===== src/rtl/mapas_pkg.sv =====
// rtl/mapas_pkg.sv - shared constants and index range check for the map selector
package mapas_pkg;

  localparam int LARGURA_PADRAO = 7;
  localparam logic [LARGURA_PADRAO-1:0] MAPA_VAZIO = '0;

  function automatic logic idx_valido(input int sel, input int n);
    return (sel >= 0) && (sel < n);
  endfunction

endpackage


===== src/rtl/mux_mapas_sequencial_divisor_tick.sv =====
// rtl/mux_mapas_sequencial_divisor_tick.sv - prescaler producing a 1-cycle tick every DIV_MAX enabled cycles
module divisor_tick #(
  parameter int DIV_MAX = 25000000
) (
  input  logic clk,
  input  logic reset,
  input  logic en,
  input  logic clr,
  output logic tick
);

  localparam int CNT_W = (DIV_MAX > 2) ? $clog2(DIV_MAX) : 1;
  localparam logic [CNT_W-1:0] FIM = CNT_W'(DIV_MAX - 1);

  logic [CNT_W-1:0] contador;

  // clr wins over en so a restart never coincides with a tick
  assign tick = en && !clr && (contador == FIM);

  always_ff @(posedge clk) begin
    if (reset) begin
      contador <= '0;
    end else if (clr) begin
      contador <= '0;
    end else if (en) begin
      if (contador == FIM) begin
        contador <= '0;
      end else begin
        contador <= contador + CNT_W'(1);
      end
    end
  end

endmodule


===== src/rtl/mux_mapas_sequencial.sv =====
// rtl/mux_mapas_sequencial.sv - registered N-way map selector with manual request and auto rotation
module mux_mapas_sequencial
  import mapas_pkg::*;
#(
  parameter int LARGURA = LARGURA_PADRAO,
  parameter int N_MAPAS = 4,
  parameter int SEL_W   = 2,
  parameter int DIV_MAX = 25000000
) (
  input  logic                       clk,
  input  logic                       reset,
  input  logic [N_MAPAS*LARGURA-1:0] mapas,
  input  logic                       modo,
  input  logic                       pausa,
  input  logic                       pedir,
  input  logic [SEL_W-1:0]           sel_manual,
  output logic [LARGURA-1:0]         out,
  output logic [SEL_W-1:0]           indice,
  output logic                       troca
);

  localparam logic [SEL_W-1:0] ULTIMO = SEL_W'(N_MAPAS - 1);

  logic             modo_q;
  logic             pedido_valido;
  logic             tick;
  logic             div_en;
  logic             div_clr;
  logic [SEL_W-1:0] indice_next;

  assign pedido_valido = pedir && idx_valido(32'(sel_manual), N_MAPAS);
  assign div_en        = modo && !pausa;
  // manual mode, a fresh request or a mode change all restart the prescaler
  assign div_clr       = !modo || pedido_valido || (modo != modo_q);

  divisor_tick #(
    .DIV_MAX(DIV_MAX)
  ) u_divisor (
    .clk  (clk),
    .reset(reset),
    .en   (div_en),
    .clr  (div_clr),
    .tick (tick)
  );

  always_comb begin
    indice_next = indice;
    if (pedido_valido) begin
      indice_next = sel_manual;
    end else if (tick) begin
      indice_next = (indice == ULTIMO) ? '0 : indice + SEL_W'(1);
    end
  end

  // modo_q follows modo through reset so leaving reset is not seen as a mode change
  always_ff @(posedge clk) begin
    modo_q <= modo;
  end

  always_ff @(posedge clk) begin
    if (reset) begin
      indice <= '0;
      out    <= LARGURA'(MAPA_VAZIO);
      troca  <= 1'b0;
    end else begin
      indice <= indice_next;
      out    <= mapas[32'(indice_next)*LARGURA +: LARGURA];
      troca  <= (indice_next != indice);
    end
  end

endmodule


===== config.mk =====
export PLATFORM = sky130hd
export DESIGN_NAME = mux_mapas_sequencial
export DESIGN_NICKNAME = d
export VERILOG_FILES = /design/src/rtl/mapas_pkg.sv /design/src/rtl/mux_mapas_sequencial_divisor_tick.sv /design/src/rtl/mux_mapas_sequencial.sv
export SDC_FILE = /design/constraint.sdc
export NUM_CORES = 1
export LEC_CHECK = 0
export BUFFER_PORTS_ARGS = -buffer_cell sky130_fd_sc_hd__buf_4
export CAP_MARGIN = 30
export CORE_AREA = 10 10 81 83
export DETAILED_ROUTE_END_ITERATION = 10
export DIE_AREA = 0 0 91 93
export PLACE_DENSITY = 0.66
export SLEW_MARGIN = 10
export SYNTH_ARGS = -nofsm -noshare
export SYNTH_HDL_FRONTEND = slang
export SYNTH_HIERARCHICAL = 1
export SYNTH_SLANG_ARGS = --single-unit

===== constraint.sdc =====
create_clock -name clk -period 3.1 [get_ports clk]
set_input_delay 0 -clock clk [delete_from_list [all_inputs] [get_ports clk]]
set_output_delay 0 -clock clk [all_outputs]
set_load 0.01 [all_outputs]

[Yosys cells after proc, flatten, opt, wreduce, memory -nomap -nowiden]
Index checks and enable logic that the tools add are counted.
Word-level totals
  flip-flop bits (word level): 36
  input port bits: 35
  output and inout port bits: 10
  word-level logic and storage cells: 26
Cells by class
  $add $sub $neg: 2
  multipliers: 1
  equal/unequal tests: 4
  shift operators: 1
  muxes and demuxes: 4
  reduce and logical (&&, ||, !) cells: 9
Operators by type and width (number)
  $shiftx 28x6->7: 1
  $add 25x1->25 const B: 1
  $eq 25x25->1 const B: 1
  $mux 25: 1
  $mux 2: 3
  $mul 2x3->5 const B: 1
  $logic_and 1x1->1: 3
  $logic_not 1->1: 3
  $add 2x1->2 const B: 1
  $eq 2x2->1 const B: 1
  $logic_or 1x1->1: 2
  $ne 2x2->1: 1
  $reduce_or 2->1: 1
  $ne 1x1->1: 1

[Longest topological paths before layout]
  word-level depth: 10
  mapped depth: 10

[Cells and area by module]
The synthesis kept the hierarchy.
By module, submodules not included
  divisor_tick: times used 1, cells an instance 141, area an instance 1226.2 µm²
  mux_mapas_sequencial: times used 1, cells an instance 58, area an instance 610.6 µm²

[Least setup slack after synthesis]
Ideal clock, no wire load.
  path type: register to register
  from: reg u_divisor.contador[0]
  to: reg out[1]
  setup time: 138 ps
  arrival: 2668 ps
  required time: 2962 ps
  slack: 294 ps
  stages on the path, launching flop included: 10
  buffers on the path: 1
  cell sequence: dfxtp_1 > ha_1 > nand3_2 > or4_4 > nor3_1 > nor2b_1 > o31ai_4 > buf_8 > mux2i_1 > o22ai_1
Between the ends
  word-level cells in the longest chain between the ends: 6
Ends and longest elaborated chain
  from (decl): RTL line mux_mapas_sequencial_divisor_tick.sv:15  | logic [CNT_W-1:0] contador;
  from (signal assigned): RTL line mux_mapas_sequencial_divisor_tick.sv:29  | contador <= contador + CNT_W'(1);
  $eq 25x25->1: RTL line mux_mapas_sequencial_divisor_tick.sv:18  | assign tick = en && !clr && (contador == FIM);
  $logic_and 1x1->1: RTL line mux_mapas_sequencial_divisor_tick.sv:18
  named net tick: RTL line mux_mapas_sequencial.sv:26  | logic tick;
  $mux 2: RTL line mux_mapas_sequencial.sv:50  | end else if (tick) begin
  $mux 2: RTL line mux_mapas_sequencial.sv:48  | if (pedido_valido) begin
  $mul 2x3->5: RTL line mux_mapas_sequencial.sv:67  | out <= mapas[32'(indice_next)*LARGURA +: LARGURA];
  $shiftx 28x6->7: RTL line mux_mapas_sequencial.sv:67
  to (signal assigned): RTL line mux_mapas_sequencial.sv:63  | out <= LARGURA'(MAPA_VAZIO);
  to (signal assigned): RTL line mux_mapas_sequencial.sv:67
  to (decl): RTL line mux_mapas_sequencial.sv:17  | output logic [LARGURA-1:0] out,
The timed path passes the listed nets, and every way through them passes these cells.
A chain may end at the register's enable or synchronous reset.

[Worst setup path in the final report]
  from: in modo
  to: reg out[5]
RTL lines
  from (decl): RTL line mux_mapas_sequencial.sv:13  | input logic modo,
  $logic_and 1x1->1: RTL line mux_mapas_sequencial.sv:32  | assign div_en = modo && !pausa;
  named net div_en: RTL line mux_mapas_sequencial.sv:27  | logic div_en;
  $logic_and 1x1->1 (2 in series): RTL line mux_mapas_sequencial_divisor_tick.sv:18
  named net tick: RTL line mux_mapas_sequencial.sv:26
  $mux 2: RTL line mux_mapas_sequencial.sv:50
  $mux 2: RTL line mux_mapas_sequencial.sv:48
  $mul 2x3->5: RTL line mux_mapas_sequencial.sv:67
  $shiftx 28x6->7: RTL line mux_mapas_sequencial.sv:67
The timed path passes the listed nets, and every way through them passes these cells.

==> flow_summary.json <==
{
  "clock-sinks": 36,
  "path_max_fanout": 15,
  "avgRoutedWirePerCell_um": 13.2,
  "synth_edf_count": 0,
  "min_from": "mapas[12]",
  "cts_buffer_depth": 2,
  "synth_top_area_share_pct": 39.2,
  "drtPass1Iterations": 4,
  "synth_common_cells": "dfxtp_1 (36), nor2_1 (22), mux2i_1 (15)",
  "clkTransAtPathRegs_ps": 60,
  "layout-drive-gt1-share_pct": 24.9,
  "die_h_um": 93,
  "synthArstFlopShare_pct": 0,
  "grtUsageTotal_pct": 10.5,
  "crit_buf_inv": 5,
  "gp_congestion": 0.760,
  "design_area_um2": 2430,
  "r2r_start": "u_divisor/contador[0]",
  "power_density_nw_per_um2": 401,
  "drt_iter0_markers": 66,
  "period_share_pct": 87.9,
  "place_area_um2": 2210,
  "endpoint_kind": "flip-flop",
  "cts_inserted_buffers": 5,
  "final.setup.tns_ps": 0,
  "overflow": 0,
  "final.min_clock_period_ps": 2720,
  "grt_pass1_wl_um": 7270,
  "fmax_mhz": 367,
  "viasPerCell": 4.86,
  "hold_class": "in2reg",
  "finalClockSkew_ps": 6.63,
  "ys_ff_latch": 36,
  "wl_met2_um": 2260,
  "setup-violations-final": 0,
  "wirelength_um": 4330,
  "avgSynthCellArea_um2": 9.23,
  "drcViolationCount": 0,
  "grt_max_degree": 26,
  "instances_no_fill": 327,
  "netlist_instances": 199,
  "cts_tree": "done",
  "cp_slowest_stage_delay_ps": 600,
  "wl_met3_um": 111,
  "core.rowCount": 26,
  "die_w_um": 91,
  "crit_top_cell": "buf_4",
  "ctsHoldBuffers": 12,
  "m1WireLength_um": 1810,
  "whs_path_depth": 3,
  "core-area_um2": 5010,
  "synth_most_common_cell": "dfxtp_1",
  "postCtsSetupBuffers": 0,
  "status": "finished clean",
  "ios": 45,
  "final_hold_viol_count": 0,
  "cpLargestDelayFamily": "buffers and inverters",
  "synth_warnings": 6,
  "clock_latency_ps": 290,
  "yosysSeqAreaShare_pct": 39.2,
  "slew_headroom_pct": 57.0,
  "h-tree-depth": 2,
  "root_buffer": "clkbuf_8",
  "antennaDiodeCount": 0,
  "cp_slowest_cell": "or4_4",
  "grt_pass1_vias": 1536,
  "cp_data_arrival_time_ps": 2880,
  "drv_cap": 0,
  "ys_types": 39,
  "r2r_slack_ps": 380,
  "netlist_area_um2": 1840,
  "path_class": "in2reg",
  "crit_chain": "dlygate4sd3_1 -> buf_4 -> nor2b_1 -> buf_4 -> nand3_2 -> or4_4 -> nor3_1 -> buf_4 -> nor2b_1 -> o31ai_4 -> buf_4 -> mux2i_1 -> o22ai_1",
  "grt_setup_unrepaired": "false",
  "die_area_um2": 8460,
  "ys.flop_type": "dfxtp_1",
  "area_growth_syn_to_layout_pct": 32.3,
  "reg2regPathDepth": 10,
  "num-nets-final": 294,
  "initial_core_util_pct": 36.7,
  "worst_pin_slew_ps": 643,
  "worst_r2r_endpoint": "out[5]",
  "top_layer": "met4",
  "finalMaxSlewViolations": 0,
  "syn-num-nets": 236,
  "synthTopCellsByArea": "dfxtp_1 (39%), mux2i_1 (8.2%), xnor2_1 (5.7%)",
  "critPathLaunchType": "primary input",
  "holdPathEnd": "out[5]",
  "post_cts_resized": 0,
  "peakVddDrop_mv": 0.139,
  "dpl.hpwl_um": 3130,
  "vias": 1590,
  "leakagePower_nw": 0.910,
  "numPortBuffers": 44,
  "yosys.area.top_type": "dfxtp_1",
  "cp.required_ps": 3250,
  "dp.cells": 308,
  "antenna_found_initial": 0,
  "ant_nets": 0
}
## layout by cell type, fill, tap and decap left out, drive strengths merged, types with 2 or more instances in the layout
| cell type | instances |
|---|---|
| buf | 47 |
| or4 | 5 |
| dfxtp | 36 |
| o21ai | 10 |
| nand2b | 2 |
| or3 | 7 |
| clkbuf | 7 |
| mux2i | 15 |
| xnor2 | 12 |
| xor2 | 5 |
| o22ai | 7 |
| dlygate4sd3 | 12 |
| nand3b | 5 |
| inv | 5 |
| ha | 2 |
| nand3 | 6 |
| and3 | 2 |
| nor2b | 4 |
| nor3 | 6 |
| and2 | 2 |
| nand2 | 8 |
| nor2 | 22 |
| nor4 | 5 |
| a21oi | 10 |
| nand4 | 8 |
## stage by stage
stage	util, %	total power [mW]	hold slack, ps	setup slack, ps
2_1_floorplan	-	0.557	27.7	294
3_3_place_gp	44.2	0.614	125	427
3_5_place_dp	44.2	0.615	126	383
4_1_cts	48.5	0.987	0.109	346
5_1_grt	48.5	1.03	18.4	157
6_report	48.5	0.975	9.30	375
## flip-flops by register name, summed over array words and instances, names as in the netlist
register,flops
indice,2
out,7
troca,1
u_divisor/contador,25
modo_q,1
## power breakdown
group	switching [mW]	leakage, nW	total [mW]	internal [mW]
clock	0.161	0.0503	0.359	0.198
combinational	0.0538	0.567	0.135	0.0808
sequential	0.00608	0.293	0.482	0.476
## routing by layer
metal,global-route usage (%),vias up
met5,0,-
met4,6.01,0
met3,2.96,11
met2,18.9,17
met1,10.9,729
li1,-,833
## cells by family after synthesis
logic type / synth area share (%)
buffers and inverters: 4.49
adders and majority gates: 1.36
and+or+nand+nor: 27.3
AOI/OAI and AO/OA: 11.3
DFF: 39.2
muxes: 8.17
xor gates and xnor gates: 8.11
## worst reg2reg max path, stage by stage, from the launching register on
cell     delay, ps
dfxtp_1        380
ha_1           220
nand3_2        180
or4_4          600
nor3_1         190
buf_4          170
nor2b_1         70
o31ai_4        150
buf_4          290
mux2i_1        240
o22ai_1        100
## layout make-up
class	count	area, um2
timing repair buffer	59	473
fill	496	2580
multi-input combinational	150	1030
inverter	5	18.8
clock buffer	7	96.3
tap	70	87.6
sequential	36	721
## worst max path at each step
stage                                      from     end  slack [ps]  cells after the start
after floorplan           u_divisor/contador[0]  out[1]         290                      9
after global placement    u_divisor/contador[0]  out[1]         430                     10
after detailed placement  u_divisor/contador[0]  out[6]         380                     10
after CTS                                  modo  out[6]         350                     13
after global routing                       modo  out[3]         160                     13
final                                      modo  out[5]         380                     13
(Power assumes the default switching activity.)
